### config.mk
export PLATFORM = sky130hd
export DESIGN_NAME = alu_sched
export DESIGN_NICKNAME = d
export VERILOG_FILES = /design/src/rtl/alu_pkg.sv /design/src/rtl/alu_sched_arb.sv /design/src/rtl/alu_sched.sv
export SDC_FILE = /design/constraint.sdc
export NUM_CORES = 1
export LEC_CHECK = 0
export ABC_AREA = 0
export CAP_MARGIN = 20
export CELL_PAD_IN_SITES_DETAIL_PLACEMENT = 1
export CELL_PAD_IN_SITES_GLOBAL_PLACEMENT = 1
export CORE_MARGIN = 2
export CORE_UTILIZATION = 25
export CTS_BUF_LIST = sky130_fd_sc_hd__clkbuf_8 sky130_fd_sc_hd__clkbuf_16
export DETAILED_ROUTE_END_ITERATION = 16
export DONT_BUFFER_PORTS = 1
export PLACE_DENSITY = 0.52
export SYNTH_ARGS = -nofsm -noshare
export SYNTH_HDL_FRONTEND = slang
export SYNTH_SLANG_ARGS = --single-unit
### constraint.sdc
create_clock -name clk -period 2.45 [get_ports clk]
set_input_delay 0.49 -clock clk [delete_from_list [all_inputs] [get_ports clk]]
set_output_delay 0.49 -clock clk [all_outputs]
set_load 0.01 [all_outputs]
### src/rtl/alu_pkg.sv
// rtl/alu_pkg.sv - shared opcode, ALU select and FSM encodings for the ALU scheduler
package alu_pkg;

  localparam int DATA_W = 8;

  typedef enum logic [2:0] {
    OP_ADD   = 3'd0,
    OP_AND   = 3'd1,
    OP_PASSA = 3'd2,
    OP_PASSB = 3'd3,
    OP_SUB   = 3'd4,
    OP_INC   = 3'd5,
    OP_MUL   = 3'd6,
    OP_RSVD  = 3'd7
  } op_e;

  localparam logic [4:0] ALU_ADD   = 5'b00000;
  localparam logic [4:0] ALU_AND   = 5'b00001;
  localparam logic [4:0] ALU_PASSA = 5'b00010;
  localparam logic [4:0] ALU_PASSB = 5'b00011;
  localparam logic [4:0] ALU_SUB   = 5'b01100;
  localparam logic [4:0] ALU_INC   = 5'b10100;

  typedef enum logic [1:0] {
    ST_IDLE = 2'd0,
    ST_EXEC = 2'd1,
    ST_MUL  = 2'd2,
    ST_RESP = 2'd3
  } state_e;

  // MUL is built from ADD steps; the reserved opcode just parks the ALU on PASSA
  function automatic logic [4:0] op_to_sel(input op_e op);
    logic [4:0] sel;
    case (op)
      OP_ADD:   sel = ALU_ADD;
      OP_AND:   sel = ALU_AND;
      OP_PASSA: sel = ALU_PASSA;
      OP_PASSB: sel = ALU_PASSB;
      OP_SUB:   sel = ALU_SUB;
      OP_INC:   sel = ALU_INC;
      OP_MUL:   sel = ALU_ADD;
      default:  sel = ALU_PASSA;
    endcase
    return sel;
  endfunction

endpackage

### src/rtl/alu_sched_arb.sv
// rtl/alu_sched_arb.sv - 2-way request arbiter, round-robin or fixed priority under ALU_SCHED_FIXED_PRIO_EN
module alu_sched_arb
  import alu_pkg::*;
(
`ifndef ALU_SCHED_FIXED_PRIO_EN
  input  logic       clk,
  input  logic       rst_n,
`endif
  input  logic [1:0] valid,
  input  logic       en,
  output logic [1:0] grant
);

`ifdef ALU_SCHED_FIXED_PRIO_EN

  // requester 0 wins whenever it asks; requester 1 only gets an idle slot
  always_comb begin
    grant = 2'b00;
    if (en) begin
      if (valid[0]) begin
        grant = 2'b01;
      end else if (valid[1]) begin
        grant = 2'b10;
      end
    end
  end

`else

  logic last;

  // on a tie the requester that was not granted last wins; a lone requester always wins
  always_comb begin
    grant = 2'b00;
    if (en) begin
      if (valid == 2'b11) begin
        grant = last ? 2'b01 : 2'b10;
      end else begin
        grant = valid;
      end
    end
  end

  // remember who was granted; reset to 1 so requester 0 wins the first tie
  always_ff @(posedge clk or negedge rst_n) begin
    if (!rst_n) begin
      last <= 1'b1;
    end else if (|grant) begin
      last <= grant[1];
    end
  end

`endif

endmodule

### src/rtl/alu_sched.sv
// rtl/alu_sched.sv - two-requester scheduler for the shared ALU with sequenced MUL (ALU_SCHED_FIXED_PRIO_EN selects fixed priority)
module alu_sched #(
  parameter int DATA_W  = alu_pkg::DATA_W,
  parameter int MUL_MAX = 255
) (
  input  logic              clk,
  input  logic              rst_n,
  input  logic [1:0]        req_valid,
  output logic [1:0]        req_ready,
  input  logic [2:0]        req_op0,
  input  logic [2:0]        req_op1,
  input  logic [DATA_W-1:0] req_a0,
  input  logic [DATA_W-1:0] req_a1,
  input  logic [DATA_W-1:0] req_b0,
  input  logic [DATA_W-1:0] req_b1,
  output logic [DATA_W-1:0] alu_a,
  output logic [DATA_W-1:0] alu_b,
  output logic [4:0]        alu_sel,
  input  logic [DATA_W-1:0] alu_dout,
  input  logic              alu_carry,
  output logic              rsp_valid,
  input  logic              rsp_ready,
  output logic              rsp_id,
  output logic [DATA_W-1:0] rsp_data,
  output logic              rsp_carry,
  output logic              rsp_err
);

  import alu_pkg::*;

  localparam logic [DATA_W-1:0] MUL_MAX_V = DATA_W'(MUL_MAX);
  localparam logic [DATA_W-1:0] ONE       = DATA_W'(1);

  state_e            state;
  state_e            state_d;
  op_e               op_q;
  logic [DATA_W-1:0] a_q;
  logic [DATA_W-1:0] b_q;
  logic [DATA_W-1:0] acc;
  logic [DATA_W-1:0] cnt;
  logic              sticky;
  logic [DATA_W-1:0] mul_n;
  logic [1:0]        grant;
  logic              arb_en;

  // arbitration is only open while idle and out of reset, so grant doubles as req_ready
  assign arb_en = rst_n && (state == ST_IDLE);

  // effective MUL iteration count after clamping b
  assign mul_n = (b_q > MUL_MAX_V) ? MUL_MAX_V : b_q;

  alu_sched_arb u_arb (
`ifndef ALU_SCHED_FIXED_PRIO_EN
    .clk   (clk),
    .rst_n (rst_n),
`endif
    .valid (req_valid),
    .en    (arb_en),
    .grant (grant)
  );

  // FSM state register
  always_ff @(posedge clk or negedge rst_n) begin
    if (!rst_n) begin
      state <= ST_IDLE;
    end else begin
      state <= state_d;
    end
  end

  // next state plus the ALU drive and handshake outputs
  always_comb begin
    state_d   = state;
    alu_a     = '0;
    alu_b     = '0;
    alu_sel   = ALU_PASSA;
    rsp_valid = 1'b0;
    req_ready = grant;
    case (state)
      ST_IDLE: begin
        if (|grant) begin
          state_d = ST_EXEC;
        end
      end
      ST_EXEC: begin
        alu_a   = a_q;
        alu_b   = b_q;
        alu_sel = op_to_sel(op_q);
        if ((op_q == OP_MUL) && (mul_n != '0)) begin
          state_d = ST_MUL;
        end else begin
          state_d = ST_RESP;
        end
      end
      ST_MUL: begin
        alu_a   = acc;
        alu_b   = a_q;
        alu_sel = ALU_ADD;
        if (cnt == ONE) begin
          state_d = ST_RESP;
        end
      end
      ST_RESP: begin
        rsp_valid = 1'b1;
        if (rsp_ready) begin
          state_d = ST_IDLE;
        end
      end
      default: begin
        state_d = ST_IDLE;
      end
    endcase
  end

  // operand latch, MUL accumulator and the response registers held through RESP
  always_ff @(posedge clk or negedge rst_n) begin
    if (!rst_n) begin
      op_q      <= OP_ADD;
      a_q       <= '0;
      b_q       <= '0;
      acc       <= '0;
      cnt       <= '0;
      sticky    <= 1'b0;
      rsp_id    <= 1'b0;
      rsp_data  <= '0;
      rsp_carry <= 1'b0;
      rsp_err   <= 1'b0;
    end else begin
      case (state)
        ST_IDLE: begin
          if (|grant) begin
            op_q   <= op_e'(grant[1] ? req_op1 : req_op0);
            a_q    <= grant[1] ? req_a1 : req_a0;
            b_q    <= grant[1] ? req_b1 : req_b0;
            rsp_id <= grant[1];
          end
        end
        ST_EXEC: begin
          rsp_err <= 1'b0;
          if (op_q == OP_RSVD) begin
            rsp_data  <= '0;
            rsp_carry <= 1'b0;
            rsp_err   <= 1'b1;
          end else if (op_q == OP_MUL) begin
            acc       <= '0;
            cnt       <= mul_n;
            sticky    <= 1'b0;
            rsp_data  <= '0;
            rsp_carry <= 1'b0;
          end else begin
            rsp_data  <= alu_dout;
            rsp_carry <= alu_carry;
          end
        end
        ST_MUL: begin
          acc    <= alu_dout;
          sticky <= sticky | alu_carry;
          cnt    <= cnt - ONE;
          if (cnt == ONE) begin
            rsp_data  <= alu_dout;
            rsp_carry <= sticky | alu_carry;
          end
        end
        default: begin
        end
      endcase
    end
  end

endmodule

==> metrics.txt <==
# TYPE chip_impl_metric gauge
chip_impl_metric{name="numPortBuffers",unit=""} 0
chip_impl_metric{name="tightest_slew",unit="ns"} 0.493
chip_impl_metric{name="synth-xor-area-share",unit="%"} 0
chip_impl_metric{name="num_antenna_cells",unit=""} 0
chip_impl_metric{name="grt.overflow.total",unit=""} 0
chip_impl_metric{name="grt_first_pass_wirelength",unit="um"} 12600
chip_impl_metric{name="fin_setup_tns",unit="ns"} 0
chip_impl_info{name="post-synth-top-count-cell",value="sky130_fd_sc_hd__nand2_1"} 1
chip_impl_metric{name="first_global_vias",unit=""} 2216
chip_impl_metric{name="total_power",unit="mW"} 4.28
chip_impl_metric{name="timing.critical_path.arrival",unit="ns"} 1.79
chip_impl_metric{name="synth_edf_count",unit=""} 0
chip_impl_metric{name="internal_power",unit="mW"} 2.25
chip_impl_metric{name="dieWidth",unit="um"} 109
chip_impl_metric{name="pwr_density_cell",unit="nW/um2"} 1400
chip_impl_metric{name="initial_utilization",unit="%"} 25.4
chip_impl_metric{name="cp_max_fo",unit=""} 16
chip_impl_metric{name="adder_and_majority_cell_fraction_of_the_synthesized_area",unit="%"} 2.75
chip_impl_metric{name="hold_slack",unit="ns"} 0.00800
chip_impl_metric{name="drive_gt1_share",unit="%"} 12.1
chip_impl_metric{name="layout_overhead_on_the_synthesized_area",unit="%"} 12.0
chip_impl_metric{name="grt_use_total",unit="%"} 14.3
chip_impl_metric{name="syn_nets",unit=""} 357
chip_impl_metric{name="first_pass_iters",unit=""} 4
chip_impl_info{name="setup_repair_after_global_routing_missed_its_margin",value="no"} 1
chip_impl_metric{name="clock_tree.htree_level_count",unit=""} 2
chip_impl_metric{name="seqPwrFrac",unit="%"} 39.9
chip_impl_info{name="ys_dominant_reg_cell",value="sky130_fd_sc_hd__dfrtp_1"} 1
chip_impl_metric{name="largest_net_degree_at_the_start_of_global_routing",unit=""} 50
chip_impl_metric{name="drt-wirelength-per-cell",unit="um"} 18.4
chip_impl_metric{name="row_count",unit=""} 38
chip_impl_metric{name="nets",unit=""} 364
chip_impl_metric{name="postRouteAntennaNets",unit=""} 0
chip_impl_metric{name="drc",unit=""} 0
chip_impl_metric{name="slew_headroom",unit="%"} 66.8
chip_impl_metric{name="cts.reportedPaths.clkPinSlew",unit="ns"} 0.10
chip_impl_metric{name="slew_violations",unit=""} 0
chip_impl_info{name="combinational_family_with_the_most_area_after_synthesis",value="compound AO/OA/AOI/OAI gates"} 1
chip_impl_metric{name="maxClockFrequency",unit="GHz"} 0.439
chip_impl_metric{name="syn-mean-instance-area",unit="um2"} 9.14
chip_impl_metric{name="floorplan.die_area",unit="um2"} 11800
chip_impl_metric{name="clk_path_buf_depth",unit=""} 2
chip_impl_metric{name="dp.final_hpwl",unit="um"} 6010
chip_impl_metric{name="timing.clock.skew",unit="ns"} 0.00690
chip_impl_metric{name="insertion_delay",unit="ns"} 0.31
chip_impl_metric{name="grt_antenna_before_repair",unit=""} 1
chip_impl_metric{name="synth_warnings",unit=""} 0
chip_impl_metric{name="yosys.cell_types.count",unit=""} 45
chip_impl_info{name="synth_top_area_cell",value="sky130_fd_sc_hd__dfrtp_1"} 1
chip_impl_metric{name="min_period",unit="ns"} 2.28
chip_impl_metric{name="floorplan.io_pins",unit=""} 87
chip_impl_metric{name="core_area",unit="um2"} 10700
chip_impl_info{name="hold_class",value="in2async"} 1
chip_impl_metric{name="place.gp.congestion",unit=""} 0.775
chip_impl_info{name="root_buffer",value="sky130_fd_sc_hd__clkbuf_8"} 1
chip_impl_metric{name="synth.yosys.seq_area_share",unit="%"} 45.8
chip_impl_info{name="synth.cells.most_frequent",value="sky130_fd_sc_hd__nand2_1 (64), sky130_fd_sc_hd__dfrtp_1 (49), sky130_fd_sc_hd__o21ai_1 (33)"} 1
chip_impl_metric{name="synthCells",unit=""} 299
chip_impl_metric{name="tritoncts.num_buffers",unit=""} 5
chip_impl_metric{name="final_min_period_over_clock_period",unit="%"} 93.1
chip_impl_metric{name="cellLeakagePower",unit="nW"} 1.50
chip_impl_metric{name="route.detailed.vias_per_inst",unit=""} 4.94
chip_impl_metric{name="yosys_register_bits",unit=""} 50
chip_impl_info{name="tritoncts",value="done"} 1
chip_impl_metric{name="synthSimpleGateAreaFrac",unit="%"} 18.6
chip_impl_metric{name="final.fill_count",unit=""} 1292
chip_impl_metric{name="power.clock.fraction",unit="%"} 11.4
chip_impl_info{name="setup.worst_path.class",value="reg2out"} 1
chip_impl_info{name="synth_top_cells_by_area",value="sky130_fd_sc_hd__dfrtp_1 (45%), sky130_fd_sc_hd__nand2_1 (8.8%), sky130_fd_sc_hd__mux2i_1 (7.3%)"} 1
chip_impl_metric{name="drt_wl_total",unit="um"} 8220
chip_impl_metric{name="synth-compound-area-share",unit="%"} 19.9
chip_impl_metric{name="reg2reg_slack",unit="ns"} 0.48
chip_impl_metric{name="power.ir.vdd_worst",unit="uV"} 362
chip_impl_metric{name="floorplan.die.height",unit="um"} 109
chip_impl_metric{name="drt_iter0_drc",unit=""} 71
chip_impl_metric{name="sw_frac_of_total",unit="%"} 47.4
chip_impl_metric{name="max_cap_violations",unit=""} 0
chip_impl_info{name="setup.worst_path.start_class",value="register"} 1
chip_impl_metric{name="net-switching-power",unit="mW"} 2.03
chip_impl_metric{name="relative_contribution_of_combinational_cells_to_total_power",unit="%"} 48.8
chip_impl_metric{name="vias",unit=""} 2206
chip_impl_metric{name="synth.top_cell.area_share",unit="%"} 44.9
chip_impl_metric{name="setup_violations",unit=""} 0
chip_impl_metric{name="critPathRequiredTime",unit="ns"} 1.96
chip_impl_metric{name="sinks_on_clock_net",unit=""} 50
chip_impl_info{name="outcome",value="completed"} 1
chip_impl_metric{name="postSynth.asyncResetShare",unit="%"} 100
chip_impl_metric{name="timing.final.hold_violations",unit=""} 0
chip_impl_metric{name="multiplexer_share_of_the_synthesized_area",unit="%"} 7.88
chip_impl_metric{name="synth_area",unit="um2"} 2730
chip_impl_info{name="timing.critical_path.to_type",value="output pin"} 1
==> cells in the final DEF, fill, tap and decap left out, types with 2 or more instances in the layout <==
cell type,synthesis,routed
sky130_fd_sc_hd__nand3_1,13,13
sky130_fd_sc_hd__o211ai_1,2,2
sky130_fd_sc_hd__nand2_1,64,64
sky130_fd_sc_hd__nor2_1,12,12
sky130_fd_sc_hd__a21oi_1,11,11
sky130_fd_sc_hd__clkbuf_8,0,5
sky130_fd_sc_hd__o21ai_0,5,4
sky130_fd_sc_hd__a21o_1,3,3
sky130_fd_sc_hd__a221oi_1,2,2
sky130_fd_sc_hd__ha_1,6,5
sky130_fd_sc_hd__and2_1,3,3
sky130_fd_sc_hd__a22o_1,14,14
sky130_fd_sc_hd__dfrtp_1,49,49
sky130_fd_sc_hd__nor4_1,4,4
sky130_fd_sc_hd__buf_4,4,15
sky130_fd_sc_hd__o21ai_1,33,34
sky130_fd_sc_hd__inv_1,11,13
sky130_fd_sc_hd__mux2i_1,20,20
sky130_fd_sc_hd__nor3_1,4,4
sky130_fd_sc_hd__nor2b_1,2,2
==> registers in the layout (all words and copies together), names as in the netlist <==
signal      flops
sticky          1
cnt             8
rsp_data        8
rsp_carry       1
rsp_err         1
a_q             8
op_q            3
acc             8
rsp_id          1
b_q             8
u_arb.last      1
state           2
==> path summary, 6_finish.rpt <==
path                              from           to  cells past startpoint
setup / recovery              state[0]     alu_b[7]                      7
hold / removal                   rst_n  rsp_data[5]                      1
setup reg to reg              state[1]  rsp_data[7]                      7
hold reg to reg             u_arb.last   u_arb.last                      2
max in group asynchronous        rst_n   u_arb.last                      1
min in group clk           alu_dout[3]  rsp_data[3]                      2
==> cell type report <==
cell class / instances / area, um2 / area share [%]
Clock buffer: 5 / 68.8 / 2.25
Clock inverter: 3 / 15.0 / 0.491
Inverter: 11 / 41.3 / 1.35
Multi-Input combinational cell: 220 / 1350 / 44.0
Sequential cell: 50 / 1250 / 40.9
Tap cell: 140 / 175 / 5.73
Timing Repair Buffer: 18 / 161 / 5.28
==> metal layers <==
layer | wire length [um] | global-route usage [%] | part of all wire, % | vias up
met5 | 0 | 0 | 0 | -
met4 | 136 | 4.58 | 1.7 | 0
met3 | 410 | 3.13 | 5.0 | 10
met2 | 3690 | 22.1 | 45 | 59
met1 | 3980 | 19.9 | 48 | 1073
li1 | - | - | - | 1064
==> power groups by stage <==
| stage | Sequential [mW] | Combinational (mW) | Clock [mW] |
|---|---|---|---|
| detailed placement | 1.74 | 2.02 | 0 |
| CTS | 1.72 | 2.05 | 0.510 |
| global route | 1.77 | 2.35 | 0.552 |
| floorplan | 1.54 | 1.60 | 0 |
| global placement | 1.73 | 1.96 | 0 |
| finish | 1.71 | 2.09 | 0.487 |
==> cells by family (layout without fill, tap and decap cells) <==
kind of cell | Yosys count | in the layout
buffers and inverters | 29 | 37
and+or+nand+nor | 111 | 111
AOI/OAI and AO/OA | 82 | 82
DFF | 50 | 50
muxes | 21 | 21
adders and majority gates | 6 | 6
==> repair_timing <==
action                     in CTS  in global routing
hold buffers                    1                  1
setup endpoints to repair       0                  3
hold endpoints to repair       49                  1
resized for setup               0                  3
setup buffers                   0                  3
==> critical path, cell delays in order, from the launching register on <==
cell                      delay, ns
sky130_fd_sc_hd__dfrtp_1       0.39
sky130_fd_sc_hd__inv_1         0.11
sky130_fd_sc_hd__ha_1          0.36
sky130_fd_sc_hd__and2_1        0.16
sky130_fd_sc_hd__buf_6         0.17
sky130_fd_sc_hd__nand2_1       0.06
sky130_fd_sc_hd__o21ai_0       0.07
sky130_fd_sc_hd__buf_4         0.15
==> metrics by stage <==
step | instance area, um2 | setup WS [ns] | utilization, % | std cells
after global placement | 2910 | 0.469 | 27.1 | 434
after floorplan | 2730 | 0.438 | - | 299
final | 3060 | 0.170 | 28.5 | 447
after CTS | 3020 | 0.0380 | 28.1 | 443
after global routing | 3060 | 0.0103 | 28.5 | 447
after detailed placement | 2910 | 0.385 | 27.1 | 434
No activity file was read; power rests on OpenSTA's default activity.
